`src/rtl/uart_alu_intf.sv`:
```
// Byte-serial ALU front end: collects A, B and an opcode from a UART receiver
// and hands the result byte to a UART transmitter.
module uart_alu_intf #(
    parameter int DBIT  = 8,
    parameter int OPBIT = 6
) (
    input  logic            clk,
    input  logic            reset,
    input  logic            rx_done_tick,
    input  logic [DBIT-1:0] rx_data,
    input  logic            tx_done_tick,
    output logic            tx_start,
    output logic [DBIT-1:0] tx_data,
    output logic            busy,
    output logic            op_err,
    output logic            ovr_tick
);

    typedef enum logic [2:0] {
        IDLE_A,
        WAIT_B,
        WAIT_OP,
        SEND,
        WAIT_TX
    } state_t;

    localparam logic [OPBIT-1:0] OP_ADD = OPBIT'(6'b100000);
    localparam logic [OPBIT-1:0] OP_SUB = OPBIT'(6'b100010);
    localparam logic [OPBIT-1:0] OP_AND = OPBIT'(6'b100100);
    localparam logic [OPBIT-1:0] OP_OR  = OPBIT'(6'b100101);
    localparam logic [OPBIT-1:0] OP_XOR = OPBIT'(6'b100110);
    localparam logic [OPBIT-1:0] OP_NOR = OPBIT'(6'b100111);
    localparam logic [OPBIT-1:0] OP_SRA = OPBIT'(6'b000011);
    localparam logic [OPBIT-1:0] OP_SRL = OPBIT'(6'b000010);

    state_t            state;
    logic [DBIT-1:0]   a;
    logic [DBIT-1:0]   b;
    logic [DBIT-1:0]   result;
    logic [OPBIT-1:0]  op;
    logic [DBIT-1:0]   alu_y;
    logic              alu_bad;
    logic              big_shift;

    assign op        = rx_data[OPBIT-1:0];
    assign big_shift = 32'(b) >= DBIT;

    always_comb begin
        alu_y   = '0;
        alu_bad = 1'b0;
        case (op)
            OP_ADD: alu_y = a + b;
            OP_SUB: alu_y = a - b;
            OP_AND: alu_y = a & b;
            OP_OR:  alu_y = a | b;
            OP_XOR: alu_y = a ^ b;
            OP_NOR: alu_y = ~(a | b);
            OP_SRA: alu_y = big_shift ? {DBIT{a[DBIT-1]}}
                                      : DBIT'($signed(a) >>> b);
            OP_SRL: alu_y = big_shift ? '0 : (a >> b);
            default: alu_bad = 1'b1;
        endcase
    end

    always_ff @(posedge clk or negedge reset) begin
        if (!reset) begin
            state    <= IDLE_A;
            a        <= '0;
            b        <= '0;
            result   <= '0;
            tx_start <= 1'b0;
            op_err   <= 1'b0;
        end else begin
            tx_start <= 1'b0;
            unique case (state)
                IDLE_A: if (rx_done_tick) begin
                    a     <= rx_data;
                    state <= WAIT_B;
                end
                WAIT_B: if (rx_done_tick) begin
                    b     <= rx_data;
                    state <= WAIT_OP;
                end
                WAIT_OP: if (rx_done_tick) begin
                    result   <= alu_y;
                    op_err   <= alu_bad;
                    tx_start <= 1'b1;
                    state    <= SEND;
                end
                SEND: state <= WAIT_TX;
                WAIT_TX: if (tx_done_tick) state <= IDLE_A;
                default: state <= IDLE_A;
            endcase
        end
    end

    // Bytes arriving while a result is in flight are dropped, flagged at once.
    assign ovr_tick = rx_done_tick && (state == SEND || state == WAIT_TX);
    assign busy     = (state != IDLE_A);
    assign tx_data  = result;

endmodule
```
`config.mk`:
```
export PLATFORM = sky130hd
export DESIGN_NAME = uart_alu_intf
export DESIGN_NICKNAME = d
export VERILOG_FILES = /design/src/rtl/uart_alu_intf.sv
export SDC_FILE = /design/constraint.sdc
export NUM_CORES = 1
export LEC_CHECK = 0
export BUFFER_PORTS_ARGS = -buffer_cell sky130_fd_sc_hd__buf_2
export CAP_MARGIN = 20
export CORE_MARGIN = 4
export CORE_UTILIZATION = 55
export DETAILED_ROUTE_END_ITERATION = 8
export PLACE_DENSITY = 0.8
export REMOVE_ABC_BUFFERS = 1
export SYNTH_ARGS = -nofsm -noshare
export SYNTH_HDL_FRONTEND = slang
export SYNTH_SLANG_ARGS = --single-unit
```
`constraint.sdc`:
```
create_clock -name clk -period 2.35 [get_ports clk]
set_input_delay 0.5875 -clock clk [delete_from_list [all_inputs] [get_ports clk]]
set_output_delay 0.5875 -clock clk [all_outputs]
set_load 0.02 [all_outputs]
```
---- Word level (Yosys, flattened, before mapping) ----
Index checks and enable logic that the tools add are counted.
storage, ports and cells
  flip-flop bits (word level) ............. 29
  input port bits ......................... 12
  output and inout bits ................... 12
  word-level logic and storage cells ...... 51
cells by class
  $add $sub $neg .......................... 2
  $lt $le $gt $ge ......................... 1
  equal/unequal tests ..................... 16
  shift operators ......................... 2
  muxes and demuxes ....................... 11
  bitwise logic cells ..................... 4
  reduce and logical (&&, ||, !) cells .... 9
operators by type and width
  kind                                                                   number
  8-bit one-hot mux with 8 select lines                                  1
  6-bit equality test, second input constant                             6
  8-bit 2-to-1 mux                                                       2
  3-bit one-hot mux with 5 select lines                                  1
  6-bit by 2-bit equality test with 1-bit output, second input constant  2
  3-bit 2-to-1 mux                                                       4
  8-bit adder                                                            1
  8-bit bitwise AND                                                      1
  8-bit by 4-bit >= comparator with 1-bit output, second input constant  1
  2-bit != test, second input constant                                   4
  8-bit inverter                                                         1
  8-bit OR                                                               1
  8-bit OR reduction                                                     1
  8-bit by 8-bit >> shifter with 8-bit output                            1
  8-bit by 8-bit >>> shifter with 8-bit output                           1
  8-bit subtractor                                                       1
  8-bit bitwise XOR                                                      1
  3-bit by 2-bit equality test with 1-bit output, second input constant  2
  2-bit AND reduction                                                    3
  4-bit AND reduction                                                    1
  3-bit by 1-bit equality test with 1-bit output, second input constant  1
  3-bit equality test, second input constant                             1
  3-bit zero test                                                        1
  1-bit 2-to-1 mux                                                       3
  other kinds (3)                                                        3

---- Logic depth before layout (Yosys ltp) ----
  depth in word-level cells ............... 3
  mapped depth ............................ 13
  gate-level depth less buffers ........... 12

---- Least setup slack after synthesis ----
OpenSTA, ideal clock, no wires.
  path type ............................... input to register
  start ................................... input port rx_data[3]
  end ..................................... register result[6], in the netlist tx_data[6]
  setup time .............................. 0.078 ns
  arrival ................................. 2.650 ns
  data required time ...................... 2.272 ns
  path slack .............................. -0.378 ns
  stages .................................. 12
  path buffers ............................ 1
  cell sequence ........................... clkbuf_2 > nor3_1 > and3_1 > nor2_1 > xnor2_1 > ha_1 > nor2b_1 > o31a_1 > o21a_1 > nor2_1 > a32oi_1 > a21oi_1
on the way
  longest elaborated chain between the ends .. 2
  elaborated cells between the ends (all ways) .. 9
  classes of those cells .................. eq/ne: 8; mux: 1
RTL lines
  element                                                                                       RTL line  text
  from (decl)                                                                                   10        input logic [DBIT-1:0] rx_data,
  6-bit by 2-bit equality test with 1-bit output / 6-bit equality test (equally long branches)  51        case (op)
  8-bit one-hot mux with 8 select lines (*)                                                     51
  to (signal assigned)                                                                          85        result <= alu_y;
  to (decl)                                                                                     39        logic [DBIT-1:0] result;
Mark *: on every way between the ends. The rest lies on a longest branch, timed or not.
A chain may end at the register's enable or synchronous reset.

---- Worst setup path in the final report ----
  start ................................... input port rx_data[1]
  end ..................................... register result[6], in the netlist tx_data[6]
The elaborated chain is that of the path after synthesis.

==> impl_metrics.csv <==
group,metric,value,unit
logic_synthesis,yosysTopAreaCellShare,27.10,%
clocking,clk_pin_slew,0.07,ns
logic_synthesis,synth_common_cells,"nand2_1 (40), o21ai_0 (35), dfrtp_1 (29)",
clocking,cts_tree,"yes",
logic_synthesis,synth.area.top_cells,"dfrtp_1 (27%), ha_1 (11%), o21ai_0 (6.5%), nand2_1 (5.6%), xnor2_1 (5.2%)",
global_route,grt_overflow,0,
sta,fin_crit_sh,106.7,%
critical_path,r2r_start,"b[0]",
critical_path,cp-end-kind,"flop",
route,finalWirelength,8322,um
critical_path,rrSetupSlack,-0.02,ns
sta,hold_viol,0,
route,wl_per_cell,18.66,um
floorplan,ios,24,
route,vias,2821,
sta,worstMarginPinSlew,0.6795,ns
layout,final_cells,446,
job,drv_cap,0,
power_and_ir_drop,irDropWorstVdd,0.8747,mV
critical_path,path_class,"primary input to flop",
logic_synthesis,yosysSeqAreaShare,27.10,%
outcome,status,"finished, violations left",
logic_synthesis,synth_edf_count,0,
sta,tns,-0.3830,ns
route,ant_nets,0,
sta,maxSlewViolCount,0,
route,vias_per_cell,6.325,
critical_path,r2r-end,"tx_data[6]",
logic_synthesis,yosysUniqueCellTypes,59,
floorplan,die_w,77.78,um
critical_path,required,2.53,ns
route,wl_met1,3229,um
global_route,grt_pass1_wl,12890,um
place,place_inst,433,
power_and_ir_drop,power_density,1583,mW/mm^2
place,io_buffers,23,
logic_synthesis,syn_area,0.002678,mm^2
clocking,h-tree-depth,2,
logic_synthesis,synth_top_area_cell,"dfrtp_1",
logic_synthesis,synth-seq-cells,29,
layout,layout-drive-gt1-share,27.44,%
clocking,cts-root-buf,"clkbuf_8",
place,gp_congestion,0.9746,
global_route,grt_max_degree,30,
route,dr_wl_met3,803,um
sta,setup_violations,4,
floorplan,start_util,56.69,%
clocking,cts_buffer_depth,2,
clocking,worstSkewPairLatency,0.29,ns
logic_synthesis,post-synth-top-count-cell,"nand2_1",
place,place_ws,-0.4350,ns
logic_synthesis,synthCells,324,
route,top_layer,"met4",
outcome,violations,"DRC, setup timing",
logic_synthesis,synth_area_per_cell,8.264,um^2
sta,finalClockSkew,0.009231,ns
route,first_iter_violations,378,
floorplan,core,0.004723,mm^2
clocking,clock-sinks,29,
global_route,grt_usage,26.98,%
route,firstDrtPassIters,7,
critical_path,rr_worst_depth,10,
floorplan,fp.dieArea,0.006049,mm^2
route,drc_errors,1,
critical_path,cp-start-kind,"primary input",
place,dpl_cell_area,0.003049,mm^2
route,wl_met2,3955,um
clocking,postCtsHoldBufs,0,
floorplan,rows,25,
critical_path,critPathArrivalTime,2.68,ns
layout,design_area,0.003358,mm^2
layout,fin_util,71.10,%
sta,hold-worst-slack,0.3305,ns
worst_hold_path,hold_class,"primary input to async pin",
layout,antennaDiodeCount,0,
layout,fill_cells,374,
layout,syn2layout_area_growth,25.42,%
sta,rsz0062_at_grt,"yes",
global_route,grt_pass1_vias,2668,
layout,nets,415,
logic_synthesis,synthFlopType,"dfrtp_1",
place,dp.final_hpwl,5668,um
sta,slew_headroom,54.70,%
clocking,numCtsBuffers,5,
power_and_ir_drop,p_total,5.316,mW
global_route,antenna_found_initial,0,
floorplan,die_y,77.78,um
sta,finalCriticalPeriod,2.508,ns
sta,fmax,398.6,MHz
sta,finalWorstSetupSlack,-0.1585,ns
logic_synthesis,async_flop_share,100.0,%
logic_synthesis,ys_warn_count,0,
critical_path,cp_max_fo,4,
power_and_ir_drop,p_leak,1.506,nW
## where the power goes
| group | leakage (nW) | internal, mW | switching, mW | total [mW] |
|---|---|---|---|---|
| Combinational | 1.08 | 1.73 | 2.02 | 3.75 |
| Sequential | 0.367 | 0.705 | 0.304 | 1.01 |
| Clock | 0.0585 | 0.346 | 0.208 | 0.553 |
## kinds of logic (layout without fill, tap and decap cells)
kind of cell	Yosys count	count (layout)	synth area share [%]
compound gates	100	100	22.94
simple gates	97	97	18.46
buf+inv	39	94	6.729
flops	29	29	27.10
fa+ha+maj	25	25	11.96
xor+xnor	19	19	6.215
mux	15	15	6.589
## metal layers
| layer | up-vias | GRT usage [%] |
|---|---|---|
| li1 | 1261 | - |
| met1 | 1309 | 33.82 |
| met2 | 211 | 44.69 |
| met3 | 40 | 5.916 |
| met4 | 0 | 11.03 |
| met5 | - | 0 |
## registers in the layout, indices dropped and copies added, names as in the netlist
| signal | cells |
|---|---|
| op_err | 1 |
| b | 8 |
| state | 3 |
| a | 8 |
| tx_start | 1 |
| tx_data | 8 |
## layout by cell type (no fill, tap or decap), drive strengths merged, types with 3 or more instances in the layout
cell type,count
a21oi,26
inv,21
nand2b,4
nor3,3
a41oi,5
clkbuf,7
dfrtp,29
xnor2,16
ha,24
a211oi,3
nor2,18
and3,3
nand3,8
buf,64
o21ai,37
o211ai,7
nor2b,4
nand2,40
nor4,4
nand3b,3
xor2,3
mux2i,12
## how the worst max path moves through the flow
| stage | startpoint | end | slack [ns] | depth (start not counted) |
|---|---|---|---|---|
| 3_5_place_dp | rx_data[2] | tx_data[6] | -0.43 | 12 |
| 6_report | rx_data[1] | tx_data[6] | -0.16 | 12 |
| 4_1_cts | rx_data[2] | tx_data[6] | -0.07 | 13 |
| 2_1_floorplan | rx_data[2] | tx_data[6] | -0.22 | 11 |
| 5_1_grt | rx_data[1] | tx_data[3] | -0.18 | 13 |
| 3_3_place_gp | rx_data[2] | tx_data[6] | -0.36 | 12 |
## area by class of cell
| cell class | instances | area, um^2 | area share (%) |
|---|---|---|---|
| tap | 67 | 83.83 | 2.496 |
| inverter | 22 | 82.58 | 2.459 |
| sequential | 29 | 725.7 | 21.61 |
| clock inverter | 1 | 30.03 | 0.8942 |
| multi-input combinational | 256 | 1909 | 56.86 |
| timing repair buffer | 64 | 440.4 | 13.11 |
| clock buffer | 7 | 86.33 | 2.571 |
## worst max-delay path, stage by stage
cell	delay (ns)
buf_2	0.09
nor2b_2	0.27
and3_4	0.27
nor2_4	0.05
xnor2_2	0.14
ha_1	0.32
nor2b_4	0.15
o31a_1	0.26
o21a_1	0.19
nor2_2	0.13
o311a_1	0.18
a21oi_2	0.05
## repair_timing
item,CTS,global route
endpoints found under the setup margin,5,5
pin swaps,15,20
setup buffers,4,1
gates resized for setup,16,17
No activity file was read; power rests on OpenSTA's default activity.
